### config.mk
export PLATFORM = sky130hd
export DESIGN_NAME = mul_seq_w
export DESIGN_NICKNAME = d
export VERILOG_FILES = /design/src/rtl/mul_seq_w.sv
export SDC_FILE = /design/constraint.sdc
export NUM_CORES = 1
export LEC_CHECK = 0
export ABC_AREA = 0
export BUFFER_PORTS_ARGS = -buffer_cell sky130_fd_sc_hd__buf_2
export CAP_MARGIN = 15
export CORE_MARGIN = 1
export CORE_UTILIZATION = 40
export DETAILED_ROUTE_END_ITERATION = 10
export GPL_ROUTABILITY_DRIVEN = 0
export SLEW_MARGIN = 10
export SYNTH_ARGS = -nofsm -noshare
export SYNTH_HDL_FRONTEND = slang
export SYNTH_SLANG_ARGS = --single-unit
### constraint.sdc
create_clock -name ck -period 5.45 [get_ports ck]
set_input_delay 0.8175 -clock ck [delete_from_list [all_inputs] [get_ports ck]]
set_output_delay 0.8175 -clock ck [all_outputs]
set_load 0.02 [all_outputs]
### src/rtl/mul_seq_w.sv
// Radix-2 MSB-first shift-add sequential multiplier, generic width W.
// Signed operation runs on magnitudes; the sign is applied to the finished product.
module mul_seq_w #(
  parameter int W = 8
) (
  input  logic           ck,
  input  logic           rst,
  input  logic           start,
  input  logic           sgn,
  input  logic [W-1:0]   a,
  input  logic [W-1:0]   b,
  output logic           busy,
  output logic           fin,
  output logic [2*W-1:0] o
);

  localparam int CW = $clog2(W);
  localparam logic [CW-1:0] CNT_TOP = CW'(W - 1);

  typedef enum logic {IDLE, RUN} state_t;

  state_t         state, state_next;
  logic           accept, last;
  logic [W-1:0]   ma, mb, mag_a, mag_b;
  logic           neg;
  logic [CW-1:0]  cnt;
  logic [2*W-1:0] acc, acc_next, res_next;

  always_ff @(posedge ck) begin
    if (rst) state <= IDLE;
    else     state <= state_next;
  end

  always_comb begin
    state_next = state;
    accept     = 1'b0;
    last       = 1'b0;
    case (state)
      IDLE: if (start) begin
        accept     = 1'b1;
        state_next = RUN;
      end
      RUN: if (cnt == '0) begin
        last       = 1'b1;
        state_next = IDLE;
      end
      default: state_next = IDLE;
    endcase
  end

  assign busy = (state == RUN);

  // -(-2^(W-1)) wraps to 2^(W-1), which is the correct unsigned magnitude
  assign mag_a    = (sgn && a[W-1]) ? -a : a;
  assign mag_b    = (sgn && b[W-1]) ? -b : b;
  assign acc_next = {acc[2*W-2:0], 1'b0} + (mb[cnt] ? {{W{1'b0}}, ma} : '0);
  assign res_next = neg ? -acc_next : acc_next;

  always_ff @(posedge ck) begin
    if (rst) begin
      ma  <= '0;
      mb  <= '0;
      neg <= 1'b0;
      cnt <= '0;
      acc <= '0;
      o   <= '0;
      fin <= 1'b0;
    end else begin
      fin <= 1'b0;
      if (accept) begin
        ma  <= mag_a;
        mb  <= mag_b;
        neg <= sgn & (a[W-1] ^ b[W-1]);
        acc <= '0;
        cnt <= CNT_TOP;
      end else if (state == RUN) begin
        acc <= acc_next;
        cnt <= cnt - 1'b1;
        if (last) begin
          o   <= res_next;
          fin <= 1'b1;
        end
      end
    end
  end

endmodule

==> results of run 1 <==
-- area by class of cell --
type | instances | area [sq um] | area share [%]
clock buffer | 7 | 86.3 | 2.52
sequential | 53 | 1060 | 31.0
inverter | 16 | 60.1 | 1.75
multi-input combinational | 279 | 1890 | 55.1
timing repair buffer | 40 | 208 | 6.07
tap | 99 | 124 | 3.62
-- cell usage in the layout (no fill, tap or decap), drive strengths merged, types with 8 or more instances in the layout --
| cell type | count |
|---|---|
| ha | 12 |
| nor2 | 34 |
| o21ai | 33 |
| xnor2 | 26 |
| nand3 | 8 |
| a21oi | 12 |
| nand2 | 46 |
| nor3 | 9 |
| buf | 40 |
| dfxtp | 53 |
| inv | 15 |
| mux2i | 9 |
| a211oi | 11 |
| xor2 | 11 |
-- metrics by stage --
| stage | instance area [sq um] | cells | hold WS (ps) |
|---|---|---|---|
| after floorplan | 3050 | 360 | 417 |
| after global placement | 3330 | 486 | 433 |
| after detailed placement | 3330 | 486 | 440 |
| after CTS | 3420 | 493 | 455 |
| after global routing | 3420 | 494 | 475 |
| final | 3420 | 494 | 453 |
-- kinds of logic after synthesis --
kind of cell / Yosys count / synth area share, %
compound gates: 92 / 21.0
xor+xnor: 37 / 10.6
fa+ha+maj: 13 / 5.58
buf+inv: 28 / 3.44
flops: 53 / 34.8
mux: 12 / 5.17
simple gates: 125 / 19.4
-- path summary, 6_finish.rpt --
path	from	endpoint	slack [ps]	cells past startpoint
setup reg to reg	cnt[0]$_SDFFE_PP0P_	o[9]$_SDFFE_PP0P_	1510	13
hold / removal	o[9]$_SDFFE_PP0P_	o[9]$_SDFFE_PP0P_	450	2
hold reg to reg	o[9]$_SDFFE_PP0P_	o[9]$_SDFFE_PP0P_	450	2
setup / recovery	cnt[0]$_SDFFE_PP0P_	o[9]$_SDFFE_PP0P_	1510	13
-- worst reg2reg max path: stages (launching register included) --
cell	delay, ps
dfxtp_1	420
mux4_1	570
mux2_4	340
nand2_1	140
inv_1	60
ha_1	280
a211oi_1	360
o21ai_0	160
a22oi_1	470
and4bb_4	340
a311o_2	400
o311ai_2	90
xnor2_1	150
o21ai_1	70
-- state kept, by name (all words and copies together), names as in the netlist --
register and flops:
acc 15, busy 1, cnt 3, fin 1, ma 8, mb 8
neg 1, o 16
-- report_power, final --
part | switching [mW] | internal (mW)
sequential | 0.0152 | 0.404
clock | 0.122 | 0.101
combinational | 0.0789 | 0.0577
-- routing by layer --
layer	part of all wire [%]	GRT usage, %	vias to the layer above
li1	-	-	1337
met1	51	22.4	1180
met2	45	29.0	53
met3	3.7	3.42	5
met4	0.89	5.05	0
met5	0	0	-
==> results by group, run 1 <==
Yosys
  • Cell count after synthesis: 360
  • Syn nets: 393
  • Cell Area, Synth: ~3100 sq um
  • Sequential area share after synthesis: a little over a third
  • Mean Syn Cell Area: roughly 8.5 sq um
  • Area share of the largest cell type after synthesis: 34.8%
  • Top post-synthesis cells by area: dfxtp_1 (35%), xnor2_1 (7.5%), nand2_1 (5.7%)
  • Most common cell in the netlist: dfxtp_1
  • Cell taking the most area after synthesis: dfxtp_1
  • Yosys reg bits: 53
  • Number of enable flip-flop cells after synthesis: 0
  • Post-synth ARST share: 0%
  • Count of cell types in the netlist: 48
  • Yosys warning count: 0
  • Top FF cell, synth: dfxtp_1
  • Commonest cells post-synth: dfxtp_1 (53), nand2_1 (46), nor2_1 (34), o21ai_0 (29), xnor2_1 (26)

Clocking
  • CTS Sinks: 53
  • CTS tree: done
  • Clock root buffer: clkbuf_8
  • Max H-tree Level: 2
  • CTS Hold Bufs: 0
  • CTS clk-pin slew, worst paths: around 90 ps
  • Clk_lat worst skew: between 300 and 400 ps
  • Setup Buffers After CTS: 0
  • Post-CTS Resized: 0
  • Clock Path Buffers: 2
  • CTS Buf Count: 5

STA
  • Setup TNS: 0 ps
  • Final setup vio count: 0
  • Slew margin rel.: 54.3%
  • Actual slew at the worst max-slew pin: 686 ps
  • RSZ-0062 raised after global routing: no
  • Endpoints failing hold: 0
  • Final Slew Violations: 0
  • Crit share post-route: between 70% and 80%
  • Worst Slack Setup Final: 1510 ps
  • Minimum clock period: just under 4000 ps
  • FMAX: 254 MHz
  • Fin Clk Skew: 9.57 ps

Critical path
  • Crit path max fanout: 10
  • CP max-delay cell: mux4_1
  • Critical Path Sink Type: flip-flop
  • Crit-path leading delay family: compound AO/OA/AOI/OAI gates
  • CP bufs+invs: 1
  • Worst path required time: 5640 ps
  • Crit path DAT: slightly above 4000 ps
  • Slowest cell delay on critical path: 560 ps
  • Critical path, cell by cell: mux4_1, mux2_4, nand2_1, inv_1, ha_1, a211oi_1, o21ai_0, a22oi_1, and4bb_4, a311o_2, o311ai_2, xnor2_1, o21ai_1
  • CP Launch Type: flip-flop
  • Critical setup path kind: flip-flop to flip-flop

Global route
  • Largest net degree at the start of global routing: 29
  • All-Layer GR Usage: roughly 17%
  • Remaining global-route overflow: 0
  • Vias in the first global route: approximately 2300
  • Initial antenna violation count: 0
  • First-pass GRT wire length: 10700 um

Routing
  • Routed vias: 2575
  • Initial drt markers: 70
  • Wirelength per Cell: 12.7 um
  • Post-route ant nets: 0
  • Drt total wl: 6290 um
  • Vias per cell: approximately 5.2
  • First-pass DRT Iterations: 4
  • Drt drc: 0

Pwr
  • Peak VDD IR: between 90 and 100 uV
  • Leakage power: 1.46 nW
  • PD cells: between 200 and 250 nW/um^2
  • Tot Pwr: ~0.78 mW

Floorplan
  • IO Count: 38
  • Initial Util: 41.6%
  • Row cnt: 31
  • Die W: 89.3 um
  • Die Area: 7980 sq um
  • CORE AREA: about 7300 sq um
  • Die H: approximately 89 um

Placement
  • Pre-CTS setup slack: about 1500 ps
  • Port Buffers: 37
  • Post-detail-place hpwl: ~5000 um

Flow run
  • Max Cap Violations: 0

Final layout
  • Fillcell total: 760
  • Final #Nets: 428
  • Share of cells above drive strength 1: 16.7%
  • Area Overhead vs Synth: 12.2%
  • Inserted Diodes: 0
  • Final core occ: a little under half

Min path
  • Worst hold path class: flip-flop to flip-flop

Run status
  • Status: complete, no violations
Power figures use the tool's default switching activity.
==> run 2: changes to the inputs <==
- clock period: 5.45 -> 3.6 ns (I/O delays scaled with it)
==> run 2 against run 1 <==
Net effect:
- die area is the same
- global-route usage is 1.1 points higher
- setup slack worse by 1500 ps
- hold slack worse by 1.2 ps
- clock power up 51%
- sequential share of layout area is 3.3 points lower
==> results by group, run 2 (synthesis gave the netlist of run 1 again) <==
Run status
  • Status: complete, no violations

STA
  • Slew margin rel.: around 54%
  • Minimum clock period: 3540 ps
  • FMAX: between 200 and 300 MHz
  • Final setup vio count: 0
  • Hold_ws: 452 ps
  • Fin Clk Skew: 6.82 ps
  • Endpoints failing hold: 0
  • Crit share post-route: 98.3%
  • Final Slew Violations: 0
  • Actual slew at the worst max-slew pin: 694 ps

Critical path
  • Critical path, cell by cell: mux4_2, mux2_4, and2_4, ha_4, inv_2, fa_2, nand2b_4, a21oi_4, o211a_1, o31ai_4, buf_4, nand3_4, o41ai_4, xnor2_1, o21ai_1
  • Crit path max fanout: 5
  • Worst path required time: between 3000 and 4000 ps
  • Worst path depth: 15
  • CP bufs+invs: 2
  • Slowest cell delay on critical path: roughly 520 ps
  • Reg2Reg Depth: 15
  • CP max-delay cell: mux4_2
  • Crit path DAT: 3730 ps
  • Critical setup path kind: flip-flop to flip-flop
  • CP Launch Type: flip-flop
  • Critical Path Sink Type: flip-flop
  • Crit-path leading delay family: compound AO/OA/AOI/OAI gates

Final layout
  • Area Overhead vs Synth: 26.0%
  • Fillcell total: 702
  • Inserted Diodes: 0
  • Register Area: 1060 sq um
  • Most common cell after layout, fill and taps aside: dfxtp_1
  • Largest register by flop count: o
  • Max reg flops: 16
  • Most frequent cells in the layout: dfxtp_1 (52), nand2_1 (45), buf_2 (37)
  • Final #Nets: 456
  • Largest regs: o (16), acc (15)
  • Area of the multi-input gates: 2100 sq um
  • Post-Layout Cell Count: 522
  • Share of cells above drive strength 1: 29.3%

Clocking
  • Clk_lat worst skew: 310 ps
  • Max H-tree Level: 2
  • Clock Path Buffers: 2
  • CTS clk-pin slew, worst paths: 90 ps
  • Clock root buffer: clkbuf_8
  • CTS tree: done
  • CTS Sinks: 53
  • CTS Buf Count: 5
  • CTS Hold Bufs: 0

Pwr
  • PD cells: 321 nW/um^2
  • Leakage power: 1.62 nW
  • Peak VDD IR: 116 uV
  • Register share of total power: between 50% and 60%
  • Net switching power: 0.347 mW
  • Switch share: between 20 and 30%
  • Comb pwr share: between 20% and 30%
  • Int Power: 0.887 mW
  • Clock power frac: a little over a quarter

Min path
  • Worst hold path class: flip-flop to flip-flop
  • Number of cells on the worst hold path: 2

Floorplan
  • Initial Util: 41.6%
  • CORE AREA: ~7300 sq um
  • Die Area: between 7000 and 8000 sq um
  • IO Count: 38
  • Die W: 89.3 um
  • Row cnt: 31
  • Die H: 89.3 um

Routing
  • Post-route ant nets: 0
  • Drt total wl: 7170 um
  • Initial drt markers: 81
  • Wirelength per Cell: approximately 14 um
  • Routed vias: 2727
  • First-pass DRT Iterations: 4
  • Vias per cell: ~5.2
  • Drt drc: 0

Flow run
  • Max Cap Violations: 0

Global route
  • Remaining global-route overflow: 0
  • First-pass GRT wire length: 11200 um
  • Largest net degree at the start of global routing: 18
  • Vias in the first global route: 2430
  • Initial antenna violation count: 0
  • All-Layer GR Usage: 18.4%

Placement
  • DP Cell Count: 507
  • Post-detail-place hpwl: 5180 um
  • Port Buffers: 37
==> run 2: path summary, 6_finish.rpt <==
kind                        from            endpoint  slack, ps
max reg2reg  cnt[0]$_SDFFE_PP0P_  o[15]$_SDFFE_PP0P_         60
min reg2reg    o[9]$_SDFFE_PP0P_   o[9]$_SDFFE_PP0P_        450
min            o[9]$_SDFFE_PP0P_   o[9]$_SDFFE_PP0P_        450
max          cnt[0]$_SDFFE_PP0P_  o[15]$_SDFFE_PP0P_         60
==> run 2: power by group through the flow <==
stage	Combinational, mW	Clock [mW]	Sequential (mW)
final	0.256	0.338	0.641
after global routing	0.283	0.374	0.646
after CTS	0.226	0.351	0.639
after detailed placement	0.222	0	0.652
after global placement	0.217	0	0.651
after floorplan	0.152	0	0.645
==> run 2: worst min-delay path: cells and delay by family, from the launching register on <==
family	cells	cell delay (ps)
flip-flops	1	320
AND/OR/NAND/NOR	1	50
AO/OA/AOI/OAI	1	50
==> run 2: cell type report <==
class | instances | share of cell area, %
Sequential cell | 53 | 27.7
Tap cell | 99 | 3.22
Timing Repair Buffer | 67 | 10.8
Multi-Input combinational cell | 280 | 54.5
Clock buffer | 7 | 2.25
Inverter | 16 | 1.56
==> run 2: repair_timing <==
| action | CTS | global route |
|---|---|---|
| resized for setup | 6 | 40 |
| hold endpoints to repair | 0 | 0 |
| pin swaps | 2 | 18 |
| setup buffers | 0 | 6 |
| setup endpoints to repair | 4 | 8 |
| cloned | 0 | 1 |
==> run 2: metrics by stage <==
| stage | TNS [ps] | total power [mW] | utilization (%) | area, sq um | setup WS, ps |
|---|---|---|---|---|---|
| 2_1_floorplan | 0 | 0.797 | - | 3050 | 3.50 |
| 3_5_place_dp | -120 | 0.874 | 47.6 | 3490 | -68.1 |
| 3_3_place_gp | 0 | 0.868 | 47.6 | 3490 | 17.4 |
| 6_report | 0 | 1.23 | 52.4 | 3840 | 62.1 |
| 5_1_grt | -67.9 | 1.30 | 52.4 | 3840 | -56.2 |
| 4_1_cts | -19.2 | 1.21 | 49.2 | 3610 | -19.2 |
==> run 2: layer usage <==
metal	share of wire [%]	vias up	track usage (%)
li1	-	1391	-
met1	47	1254	23.3
met2	47	69	30.8
met3	3.7	13	3.42
met4	2.3	0	7.50
met5	0	-	0
==> run 3: changes to the inputs <==
--- a/config.mk
+++ b/config.mk
@@ -13,3 +13,2 @@
 export DETAILED_ROUTE_END_ITERATION = 10
-export GPL_ROUTABILITY_DRIVEN = 0
 export SLEW_MARGIN = 10
==> constraint.sdc (replaced) <==
create_clock -name ck -period 3.6 [get_ports ck]
set_input_delay 0.36 -clock ck [delete_from_list [all_inputs] [get_ports ck]]
set_output_delay 0.36 -clock ck [all_outputs]
set_load 0.02 [all_outputs]
==> run 3 against run 2 <==
Net effect:
- global-route usage is 1.0 points lower
- total power down 0.72%
- die area unchanged
- non-clock buffer count shrank 3
- cell count down 0.57%
- largest power group unchanged
- sequential share of layout area rose by 0.25 points
- hold slack got worse by 120 ps
- sequential power is essentially flat
- clock power about the same
- clock-buffer cell count stayed put
==> results by group, run 3 (synthesis gave the netlist of run 1 again) <==
Clocking
  • CTS Hold Bufs: 0
  • CTS tree: done
  • Clock root buffer: clkbuf_8
  • CTS clk-pin slew, worst paths: 90 ps
  • Max H-tree Level: 2
  • Clock Path Buffers: 2
  • CTS Sinks: 53
  • CTS Buf Count: 5
  • Clk_lat worst skew: 300 ps

STA
  • FMAX: 286 MHz
  • RSZ-0062 raised after global routing: yes
  • Final setup vio count: 0
  • Slew margin rel.: 53.3%
  • Hold_ws: roughly 340 ps
  • Final Slew Violations: 0
  • Fin Clk Skew: 7.31 ps
  • Crit share post-route: 97.3%
  • Actual slew at the worst max-slew pin: 700 ps
  • Minimum clock period: 3500 ps
  • Endpoints failing hold: 0

Critical path
  • Critical setup path kind: flip-flop to flip-flop
  • Crit path DAT: 3690 ps
  • Crit path max fanout: 5
  • CP Launch Type: flip-flop
  • Slowest cell delay on critical path: 530 ps
  • CP max-delay cell: mux4_2
  • Worst path required time: 3790 ps
  • Critical path, cell by cell: mux4_2, mux2_4, and2_4, ha_4, inv_2, fa_2, nand2b_4, a21oi_2, o211a_1, o31ai_4, buf_4, nand3_4, o41ai_4, xnor2_1, o21ai_1
  • Critical Path Sink Type: flip-flop

Global route
  • Initial antenna violation count: 0
  • Remaining global-route overflow: 0
  • Largest net degree at the start of global routing: 18
  • Vias in the first global route: 2309
  • All-Layer GR Usage: 17.4%
  • First-pass GRT wire length: 10700 um

Routing
  • Routed vias: 2679
  • Initial drt markers: 93
  • Vias per cell: slightly above 5
  • First-pass DRT Iterations: 4
  • Drt total wl: 6960 um
  • Drt drc: 0
  • Post-route ant nets: 0
  • Wirelength per Cell: approximately 13 um

Floorplan
  • Die H: 89.3 um
  • IO Count: 38
  • CORE AREA: 7330 sq um
  • Die Area: between 7000 and 8000 sq um
  • Die W: a little under 90 um
  • Initial Util: a little over two fifths
  • Row cnt: 31

Pwr
  • Leakage power: about 1.6 nW
  • PD cells: 322 nW/um^2
  • Peak VDD IR: roughly 150 uV
  • Tot Pwr: approximately 1.2 mW

Run status
  • Status: complete, no violations

Min path
  • Worst hold path class: primary input to flip-flop

Final layout
  • Area Overhead vs Synth: 24.8%
  • Post-Layout Cell Count: 519
  • Share of cells above drive strength 1: 28.6%
  • Largest register by flop count: o
  • Max reg flops: 16
  • Final core occ: 52.0%
  • Inserted Diodes: 0
  • Final #Nets: 453
  • Most frequent cells in the layout: dfxtp_1 (52), nand2_1 (46), buf_2 (37)
  • Largest regs: o (16), acc (15)
  • Most common cell after layout, fill and taps aside: dfxtp_1

Placement
  • Post-detail-place hpwl: 5050 um
  • Port Buffers: 37
  • DP Cell Count: 506
  • GPL Wtd Cong: about 0.94

Flow run
  • Max Cap Violations: 0
==> run 3: cell count changes in the layout (fill, tap and decap cells not counted), sizes merged <==
cell	previous run	this run
buf	67	64
==> run 3: report_power, final <==
group	internal, mW	switching [mW]	leakage, nW
logic	0.117	0.133	1.14
clock network	0.153	0.182	0.0443
registers	0.612	0.0284	0.432
==> run 3: worst paths after layout <==
path,slack [ps],cells after the start,start,end
setup / recovery,100,15,cnt[0]$_SDFFE_PP0P_,o[15]$_SDFFE_PP0P_
hold / removal,340,2,rst,cnt[2]$_SDFFE_PP0P_
setup reg to reg,100,15,cnt[0]$_SDFFE_PP0P_,o[15]$_SDFFE_PP0P_
hold reg to reg,450,2,o[3]$_SDFFE_PP0P_,o[3]$_SDFFE_PP0P_
==> run 3: area by class of cell <==
| class | instances | area [sq um] |
|---|---|---|
| multi-input combinational | 280 | 2080 |
| inverter | 16 | 60.1 |
| clock buffer | 7 | 86.3 |
| sequential | 53 | 1060 |
| fill | 693 | 3520 |
| tap | 99 | 124 |
| timing repair buffer | 64 | 392 |
==> run 3: metal layers <==
metal | GRT usage, % | share of wire (%) | vias up
li1 | - | - | 1393
met1 | 23.0 | 47 | 1214
met2 | 28.9 | 47 | 66
met3 | 3.88 | 4.3 | 6
met4 | 3.90 | 0.92 | 0
met5 | 0 | 0 | -
==> run 3: through the flow <==
stage          TNS, ps  instance area (sq um)  setup WS, ps
2_1_floorplan        0                   3050          3.50
3_3_place_gp         0                   3480          24.3
3_5_place_dp      -143                   3480         -93.3
4_1_cts              0                   3600          4.21
5_1_grt          -83.3                   3810         -83.3
6_report             0                   3810          97.9
==> run 3: critical path, delay by kind of cell, from the launching register on <==
family | cells | cell delay, ps
AOI/OAI and AO/OA | 5 | 990
adders and majority gates | 2 | 380
muxes | 2 | 850
xor gates and xnor gates | 1 | 170
buffers and inverters | 2 | 210
and+or+nand+nor | 3 | 410
DFF | 1 | 380
==> run 3: what timing repair did <==
action	CTS	global route
pin swaps	2	17
setup endpoints to repair	5	8
gates resized for setup	5	35
gates cloned	0	1
endpoints found under the hold margin	0	0
setup buffers	0	4
